File: src/rtl/bin2bcd_seq.sv
// Sequential binary-to-BCD converter using shift-and-add-3, one binary bit per clock.
// Start/busy/done handshake with a registered result and an overflow flag for narrow DIGITS.
module bin2bcd_seq #(
  parameter int WIDTH  = 8,
  parameter int DIGITS = 3
) (
  input  logic                clk,
  input  logic                rst,
  input  logic                start,
  input  logic [WIDTH-1:0]    bin_in,
  output logic                busy,
  output logic                done,
  output logic [4*DIGITS-1:0] BCD_out,
  output logic                ovf
);

  localparam int BCD_W = 4 * DIGITS;
  localparam int CNT_W = $clog2(WIDTH + 1);
  localparam logic [CNT_W-1:0] CNT_LAST = CNT_W'(WIDTH - 1);

  typedef enum logic [1:0] {
    S_IDLE  = 2'd0,
    S_SHIFT = 2'd1,
    S_DONE  = 2'd2
  } state_t;

  state_t           state_q, state_d;
  logic [WIDTH-1:0] bin_sr_q, bin_sr_d;
  logic [BCD_W-1:0] bcd_wr_q, bcd_wr_d;
  logic [CNT_W-1:0] cnt_q, cnt_d;
  logic             ovf_wr_q, ovf_wr_d;
  logic [BCD_W-1:0] bcd_out_q, bcd_out_d;
  logic             ovf_q, ovf_d;

  logic [BCD_W-1:0] bcd_corr;
  logic [BCD_W-1:0] bcd_shift;
  logic             shift_out;

  // Digit-wise add-3 correction: any digit >= 5 would exceed 9 after doubling.
  function automatic logic [BCD_W-1:0] add3_correct(input logic [BCD_W-1:0] bcd);
    logic [BCD_W-1:0] res;
    res = bcd;
    for (int i = 0; i < DIGITS; i++) begin
      if (bcd[4*i +: 4] >= 4'd5) begin
        res[4*i +: 4] = bcd[4*i +: 4] + 4'd3;
      end
    end
    return res;
  endfunction

  always_ff @(posedge clk) begin
    if (rst) begin
      state_q   <= S_IDLE;
      bin_sr_q  <= '0;
      bcd_wr_q  <= '0;
      cnt_q     <= '0;
      ovf_wr_q  <= 1'b0;
      bcd_out_q <= '0;
      ovf_q     <= 1'b0;
    end else begin
      state_q   <= state_d;
      bin_sr_q  <= bin_sr_d;
      bcd_wr_q  <= bcd_wr_d;
      cnt_q     <= cnt_d;
      ovf_wr_q  <= ovf_wr_d;
      bcd_out_q <= bcd_out_d;
      ovf_q     <= ovf_d;
    end
  end

  always_comb begin
    state_d   = state_q;
    bin_sr_d  = bin_sr_q;
    bcd_wr_d  = bcd_wr_q;
    cnt_d     = cnt_q;
    ovf_wr_d  = ovf_wr_q;
    bcd_out_d = bcd_out_q;
    ovf_d     = ovf_q;

    bcd_corr  = add3_correct(bcd_wr_q);
    bcd_shift = {bcd_corr[BCD_W-2:0], bin_sr_q[WIDTH-1]};
    shift_out = bcd_corr[BCD_W-1];

    case (state_q)
      S_IDLE, S_DONE: begin
        if (start) begin
          state_d  = S_SHIFT;
          bin_sr_d = bin_in;
          bcd_wr_d = '0;
          cnt_d    = '0;
          ovf_wr_d = 1'b0;
        end else begin
          state_d = S_IDLE;
        end
      end
      S_SHIFT: begin
        bcd_wr_d = bcd_shift;
        bin_sr_d = bin_sr_q << 1;
        ovf_wr_d = ovf_wr_q | shift_out;
        cnt_d    = cnt_q + CNT_W'(1);
        // Final step: publish the shifted value directly, no trailing correction.
        if (cnt_q == CNT_LAST) begin
          bcd_out_d = bcd_shift;
          ovf_d     = ovf_wr_q | shift_out;
          state_d   = S_DONE;
        end
      end
      default: state_d = S_IDLE;
    endcase
  end

  assign busy    = (state_q == S_SHIFT);
  assign done    = (state_q == S_DONE);
  assign BCD_out = bcd_out_q;
  assign ovf     = ovf_q;

endmodule

File: config.mk
export PLATFORM = sky130hd
export DESIGN_NAME = bin2bcd_seq
export DESIGN_NICKNAME = d
export VERILOG_FILES = /design/src/rtl/bin2bcd_seq.sv
export SDC_FILE = /design/constraint.sdc
export NUM_CORES = 1
export LEC_CHECK = 0
export BUFFER_PORTS_ARGS = -buffer_cell sky130_fd_sc_hd__clkbuf_2
export CAP_MARGIN = 30
export CORE_AREA = 3 3 75 94
export CTS_BUF_LIST = sky130_fd_sc_hd__clkbuf_16
export DETAILED_ROUTE_END_ITERATION = 16
export DIE_AREA = 0 0 78 97
export GPL_ROUTABILITY_DRIVEN = 0
export GPL_TIMING_DRIVEN = 0
export PLACE_DENSITY_LB_ADDON = 0.25
export SYNTH_ARGS = -nofsm -noshare
export SYNTH_HDL_FRONTEND = slang
export SYNTH_SLANG_ARGS = --single-unit
File: constraint.sdc
create_clock -name clk -period 1.4 [get_ports clk]
set_clock_uncertainty 0.05 [all_clocks]
set_input_delay 0.28 -clock clk [delete_from_list [all_inputs] [get_ports clk]]
set_output_delay 0.28 -clock clk [all_outputs]
set_load 0.03 [all_outputs]
; Word level (Yosys, flattened, before mapping)
; Index checks and enable logic that the tools add are counted.
[op_classes]
n_addsub = 4
n_lt_le_gt_ge = 3
eq_ne = 5
n_mux = 14
bitwise = 1
n_reduce_logical = 5
[ops]
columns = op, n
row1 = 12-bit one-hot mux with 2 select lines, 1
row2 = 4-bit two-way mux, 4
row3 = 8-bit one-hot mux with 2 select lines, 1
row4 = "4-bit by 2-bit adder with 4-bit output, second input constant", 3
row5 = "4-bit by 3-bit >= comparator with 1-bit output, second input constant", 3
row6 = 12-bit two-way mux, 1
row7 = 8-bit two-way mux, 1
row8 = 4-bit one-hot mux with 2 select lines, 1
row9 = "4-bit by 1-bit adder with 4-bit output, second input constant", 1
row10 = "4-bit by 3-bit == test with 1-bit output, second input constant", 1
row11 = 2-bit one-hot mux with 2 select lines, 1
row12 = 2-bit AND reduction, 2
row13 = "2-bit by 1-bit == test with 1-bit output, second input constant", 1
row14 = "2-bit == test, second input constant", 1
row15 = 2-bit zero test, 1
row16 = 1-bit two-way mux, 2
row17 = 2-bit two-way mux, 1
row18 = "2-bit by 1-bit inequality test with 1-bit output, second input constant", 1
row19 = "2-bit inequality test, second input constant", 1
row20 = 1-bit one-hot mux with 2 select lines, 1
row21 = 2-bit nonzero test, 1
row22 = 2-bit OR reduction, 1
row23 = 1-bit bitwise OR, 1
[totals]
ff_bits = 40
word_cells = 39

; Longest topological paths before layout
; Gate-level depths: netlist (run 1).
[logic_depth]
ltp_word = 4
mapped_depth = 6

; Worst setup path before layout (run 1)
; OpenSTA, ideal clock, no wires.
[synth_path]
path_type = register to register
from = register bcd_wr_q[4]
to = register bcd_wr_q[6]
arrival_ns = 1.399
required_ns = 1.275
path_slack_ns = -0.125
stages_incl_launch_ff = 7
path_buffers = 0
synth_period_minus_slack_ns = 1.525
path_cell_list = dfxtp_1 inv_1 ha_1 nand2b_1 a21oi_1 mux2_2 o22ai_1
[synth_between]
elab_chain_len = 3
[synth_lines]
columns = item, line_no
row1 = start: declaration, 29  ; logic [BCD_W-1:0] bcd_wr_q, bcd_wr_d;
row2 = start signal: assignment, 63  ; bcd_wr_q <= bcd_wr_d;
row3 = 4-bit by 2-bit adder with 4-bit output / 4-bit by 3-bit >= comparator with 1-bit output (equally long branches), "45, 44"
row4 = 4-bit two-way mux *, 44  ; if (bcd[4*i +: 4] >= 4'd5) begin
row5 = 12-bit one-hot mux with 2 select lines *, 84  ; case (state_q)
; Every way passes the cells marked *; elsewhere a longest branch is shown, timed or not.
; A chain may end at the register's enable or synchronous reset.

; Final worst setup path (run 1)
[layout_path]
from = register bcd_wr_q[5]
to = register bcd_wr_q[6]
; Same word-level chain as after synthesis.

==> results of run 1 <==
## logic make-up after synthesis
logic type	Yosys count	share of synthesized area
xor gates and xnor gates	4	0.0191
AOI/OAI and AO/OA	59	0.212
adders and majority gates	7	0.0476
DFF	40	0.436
and+or+nand+nor	64	0.197
muxes	5	0.0293
buffers and inverters	21	0.0592
## worst max path at each step
stage	start	to	slack [ns]
floorplan	bcd_wr_q[5]	bcd_wr_q[6]	0.002
global placement	cnt_q[1]	BCD_out[8]	-0.31
detailed placement	cnt_q[1]	BCD_out[4]	-0.31
CTS	cnt_q[0]	BCD_out[0]	-0.06
global route	bcd_wr_q[5]	bcd_wr_q[6]	-0.12
finish	bcd_wr_q[5]	bcd_wr_q[6]	-0.07
## registers in the layout (all words and copies together) (netlist names)
| signal | flops |
|---|---|
| bcd_wr_q | 12 |
| BCD_out | 12 |
| bin_sr_q | 8 |
| cnt_q | 4 |
| ovf | 1 |
| ovf_wr_q | 1 |
| state_q | 2 |
## power breakdown
group          switching (µW)  internal [µW]
clock                     436            641
sequential               16.4           1160
combinational             134            108
total                     586           1910
## per-stage QoR
stage / std cells / setup slack [ns] / utilization / power [µW]
6_report: 341 / -0.0697 / 0.437 / 2500
2_1_floorplan: 200 / 0.00228 / - / 1320
3_3_place_gp: 310 / -0.305 / 0.349 / 1380
3_5_place_dp: 310 / -0.307 / 0.349 / 1380
4_1_cts: 335 / -0.0646 / 0.413 / 2490
5_1_grt: 341 / -0.118 / 0.437 / 2610
## placed cells by master, fill, tap and decap left out, types with 7 or more instances in the layout
master    synthesis  final
dfxtp_1          40     29
clkbuf_2          0     23
buf_4             0     21
a21oi_1          21     17
nor2_1           15     13
o22ai_2           6     10
a22oi_1          10     10
dfxtp_2           0     10
o21ai_0           8      8
nand2_1           9      8
ha_4              0      7
## worst register-to-register path, cell delays in order, from the launching register on
cell and delay (ns):
dfxtp_2 0.35, inv_4 0.05, ha_4 0.14, nand2b_4 0.14, a21oi_4 0.17, mux2_4 0.34, o22ai_2 0.14
## layout make-up
type,instances,area [µm²],area share
multi-input cells,139,1180,0.434
well taps,85,106,0.0390
clock inverters,3,11.3,0.00413
flip-flops and latches,40,817,0.299
inverters,9,46.3,0.0170
clock buffers,5,125,0.0459
plain buffers,11,96.3,0.0353
repair buffers,49,343,0.126
## metal layers
| metal | share of wire | global-route usage |
|---|---|---|
| met1 | 0.43 | 0.163 |
| met2 | 0.50 | 0.228 |
| met3 | 0.043 | 0.0317 |
| met4 | 0.029 | 0.0511 |
| met5 | 0 | 0 |
## what timing repair did
action	in CTS	in global routing
endpoints found under the setup margin	36	36
setup buffers	18	6
hold buffers	0	0
resized for setup	39	25
pin swaps	16	11
==> out/metrics.yaml, run 1 <==
status: "finished with violations"
violations: "setup timing"
nets: 273
hold_path.class: "in2reg"
drt_iter0_markers: 66
route.detailed.drc: 0
cp_slowest_cell: "dfxtp_2"
ys_types: 29
synthToLayoutAreaGrowth_pct: 48.5
period_share: 1.05
rows: 32
cp-start-kind: "flip-flop"
crit_type: "reg2reg"
antenna_found_initial: 0
root_buffer: "clkbuf_16"
relSlewSlack: 0.651
hold_viol_final: 0
cp_num_buf_inv: 1
firstDrtPassIters: 4
dieArea_mm2: 0.00757
ir_drop_mv: 0.646
syn-num-nets: 218
fin_ws_ns: -0.0697
synth_top_area_share: 0.436
worstPathCellList: "inv_4 > ha_4 > nand2b_4 > a21oi_4 > mux2_4 > o22ai_2"
ys_ff_latch: 40
grt_pass1_vias: 1662
synthArstFlopShare: 0
slew_viol_final: 0
ys.flop_type: "dfxtp_1"
ant_nets: 0
cts.sinks: 40
rsz0062_at_grt: "true"
synth_warnings: 0
cts_made_buffers: 5
clock_path_buffers: 2
clk_latency_ns: 0.28
fin_area_mm2: 0.00273
avgSynthCellArea_um2: 9.19
slowest_delay_ns: 0.35
placed_area_mm2: 0.00218
period_needed_ns: 1.47
worst-path-max-fanout: 3
syn_area_mm2: 0.00184
synth_common_cells: "40 x dfxtp_1, 21 x a21oi_1, 15 x nor2_1, 10 x a22oi_1"
cp.depth: 6
rrSetupSlack_ns: -0.07
synth.most_common_cell: "dfxtp_1"
finalSetupViolations: 16
wire_per_inst_um: 14.6
initial_core_util: 0.294
r2r-end: "bcd_wr_q[6]"
hold_slack_ns: 0.209
overflow: 0
grt_max_degree: 12
drt_wl_total_mm: 4.96
vias: 1665
reg2regPathDepth: 6
core_mm2: 0.00625
fin_tns_setup_ns: -0.496
syn_inst: 200
tightestPinTransition_ns: 0.523
maxCapViolCount: 0
hold_end: "bin_sr_q[0]"
n_antenna_cell: 0
die_width_um: 78
synth.area.top_cells: "dfxtp_1 44%, a21oi_1 5.7%, ha_1 4.8%, a22oi_1 4.1%, o22ai_2 4.1%"
min_delay_path_depth: 3
end_kind: "flip-flop"
io_buffers: 25
grt_first_pass_wirelength_mm: 8.16
fillCellCount: 631
ios: 26
synth_top_cell_by_area: "dfxtp_1"
track_usage: 0.135
vias_per_cell: 4.88
synth_edf_count: 0
p_per_area_mw_per_mm2: 915
die_height_um: 97
r2r_start: "bcd_wr_q[5]"
leakage_uw: 0.00102
cp.arrival_ns: 1.63
cp_top_family: "flip-flops"
dpl.hpwl_mm: 3.15
clkTransAtPathRegs_ns: 0.06
ctsHtreeMaxLevel: 2
fmax_mhz: 680
yosysSeqAreaShare: 0.436
drive_gt1_frac: 0.477
critPathRequiredTime_ns: 1.56
hold_start: "bin_in[0]"
cts_tree: "yes"
Power figures use the tool's default switching activity.
==> run 2, diff against run 1 <==
--- a/config.mk
+++ b/config.mk
@@ -7,10 +7,10 @@
 export LEC_CHECK = 0
 export BUFFER_PORTS_ARGS = -buffer_cell sky130_fd_sc_hd__clkbuf_2
 export CAP_MARGIN = 30
-export CORE_AREA = 3 3 75 94
+export CORE_AREA = 3 3 69 88
 export CTS_BUF_LIST = sky130_fd_sc_hd__clkbuf_16
 export DETAILED_ROUTE_END_ITERATION = 16
-export DIE_AREA = 0 0 78 97
+export DIE_AREA = 0 0 72 91
 export GPL_ROUTABILITY_DRIVEN = 0
 export GPL_TIMING_DRIVEN = 0
 export PLACE_DENSITY_LB_ADDON = 0.25
==> out/metrics.yaml, run 2 (same netlist as run 1, synthesis figures left out) <==
clock_path_buffers: 2  # unchanged
finalSetupViolations: 4  # -12
vias_per_cell: 5.02  # +2.7%
drt_wl_total_mm: 4.40  # -11%
synthToLayoutAreaGrowth_pct: 39.6
cts_made_buffers: 5  # unchanged
rows: 30  # -6.3%
fillCellCount: 511  # -19%
hold_path.class: "in2reg"
ant_nets: 0  # unchanged
slew_viol_final: 0  # unchanged
crit_type: "reg2reg"
placed_area_mm2: 0.00215  # -1.2%
relSlewSlack: 0.671  # +0.0196
period_needed_ns: 1.43  # -0.0435 ns
core_mm2: 0.00537  # -14%
tightestPinTransition_ns: 0.494  # -0.0294 ns
grt_first_pass_wirelength_mm: 7.60  # -6.8%
wire_per_inst_um: 14.2  # -2.5%
place_ws_ns: -0.258  # +0.0486 ns
hold_slack_ns: 0.215  # +0.00644 ns
firstDrtPassIters: 4  # unchanged
utilization: 0.478  # +0.0412
dieArea_mm2: 0.00655  # -13%
drt_iter0_markers: 50  # -24%
violations: "setup timing"
grt_pass1_vias: 1582  # -4.8%
cp.arrival_ns: 1.58  # -0.05 ns
maxCapViolCount: 0  # unchanged
n_antenna_cell: 0  # unchanged
period_share: 1.02  # -0.0310
p_total_uw: 2470  # -1.0%
nets: 264  # -3.3%
ir_drop_mv: 0.517  # -20%
multiInputGateArea_mm2: 0.00113  # -4.1%
fin_ws_ns: -0.0262  # +0.0435 ns
layout_commonest_cell: "dfxtp_1"
die_width_um: 72  # -7.7%
clk_latency_ns: 0.28  # about the same
die_height_um: 91  # -6.2%
root_buffer: "clkbuf_16"
overflow: 0  # unchanged
track_usage: 0.149  # +0.0139
ctsHtreeMaxLevel: 2  # unchanged
io_buffers: 25  # unchanged
status: "finished with violations"
cts.sinks: 40  # unchanged
antenna_found_initial: 0  # unchanged
drive_gt1_frac: 0.435  # -0.0416
end_kind: "flip-flop"
route.detailed.drc: 0  # unchanged
p_per_area_mw_per_mm2: 963  # +5.3%
critPathRequiredTime_ns: 1.55  # about the same
clkTransAtPathRegs_ns: 0.06  # about the same
grt_max_degree: 12  # unchanged
rsz0062_at_grt: "true"
fmax_mhz: 701  # +3.0%
regArea_um2: 813  # -0.46%
vias: 1555  # -6.6%
dpl.hpwl_mm: 3.05  # -3.2%
worst-path-max-fanout: 4  # +1
ios: 26  # unchanged
hold_viol_final: 0  # unchanged
fin_area_mm2: 0.00257  # -6.0%
mostFrequentLayoutCells: "30 x dfxtp_1, 24 x clkbuf_2, 16 x a21oi_1"
cp-start-kind: "flip-flop"
cts_tree: "yes"
initial_core_util: 0.342  # +0.0482
leakage_uw: 0.000943  # -7.4%
-- run 2: cell count changes in the layout (fill, tap and decap cells not counted), moves of 2 or more --
cell / previous run / this run
buf_4: 21 / 14
buf_6: 6 / 3
inv_4: 5 / 3
nor2_1: 13 / 15
nor2_2: 2 / 0
o22ai_1: 4 / 7
o22ai_2: 10 / 7
-- run 2: layer usage --
layer  GRT usage  part of all wire  up-vias
met5           0                 0        -
met4      0.0768             0.029        0
met3      0.0321             0.037        9
met2       0.252              0.51       30
met1       0.172              0.42      713
li1            -                 -      803
-- run 2: layout make-up --
class                           count  share of cell area
Clock buffer                        5              0.0488
Clock inverter                      2             0.00341
Timing Repair Buffer               40               0.103
Multi-Input combinational cell    139               0.442
Sequential cell                    40               0.317
Tap cell                           64              0.0312
Buffer                             11              0.0366
Inverter                            9              0.0180
-- run 2: worst paths after layout --
check	from	endpoint	slack, ns	cells past startpoint
hold reg to reg	bin_sr_q[4]	bin_sr_q[4]	0.41	2
hold / removal	bin_in[0]	bin_sr_q[0]	0.22	3
setup / recovery	bcd_wr_q[1]	bcd_wr_q[2]	-0.03	6
setup reg to reg	bcd_wr_q[1]	bcd_wr_q[2]	-0.03	6
-- run 2: repair_timing --
action / in CTS / in global routing
setup endpoints to repair: 35 / 30
gates resized for setup: 37 / 10
pin swaps: 9 / 11
hold endpoints to repair: 0 / 0
hold buffers: 0 / 0
buffers inserted: 14 / 2
gates cloned: 0 / 0
-- run 2: through the flow --
step                TNS, ns  std cells
floorplan                 0        200
global placement      -3.74        289
detailed placement    -3.98        289
CTS                  -0.253        309
global route         -0.789        310
finish              -0.0421        310
-- run 2: power breakdown --
| part | internal, µW | total [µW] | switching, µW |
|---|---|---|---|
| sequential | 1160 | 1180 | 14.7 |
| combinational | 95.2 | 221 | 126 |
| clock | 640 | 1070 | 434 |
-- run 2: worst max-delay path, cell delays in order, from the launching register on --
cell	delay [ns]
dfxtp_2	0.34
inv_4	0.05
ha_4	0.14
nand2b_4	0.14
a21oi_4	0.15
mux2_4	0.33
o22ai_1	0.15
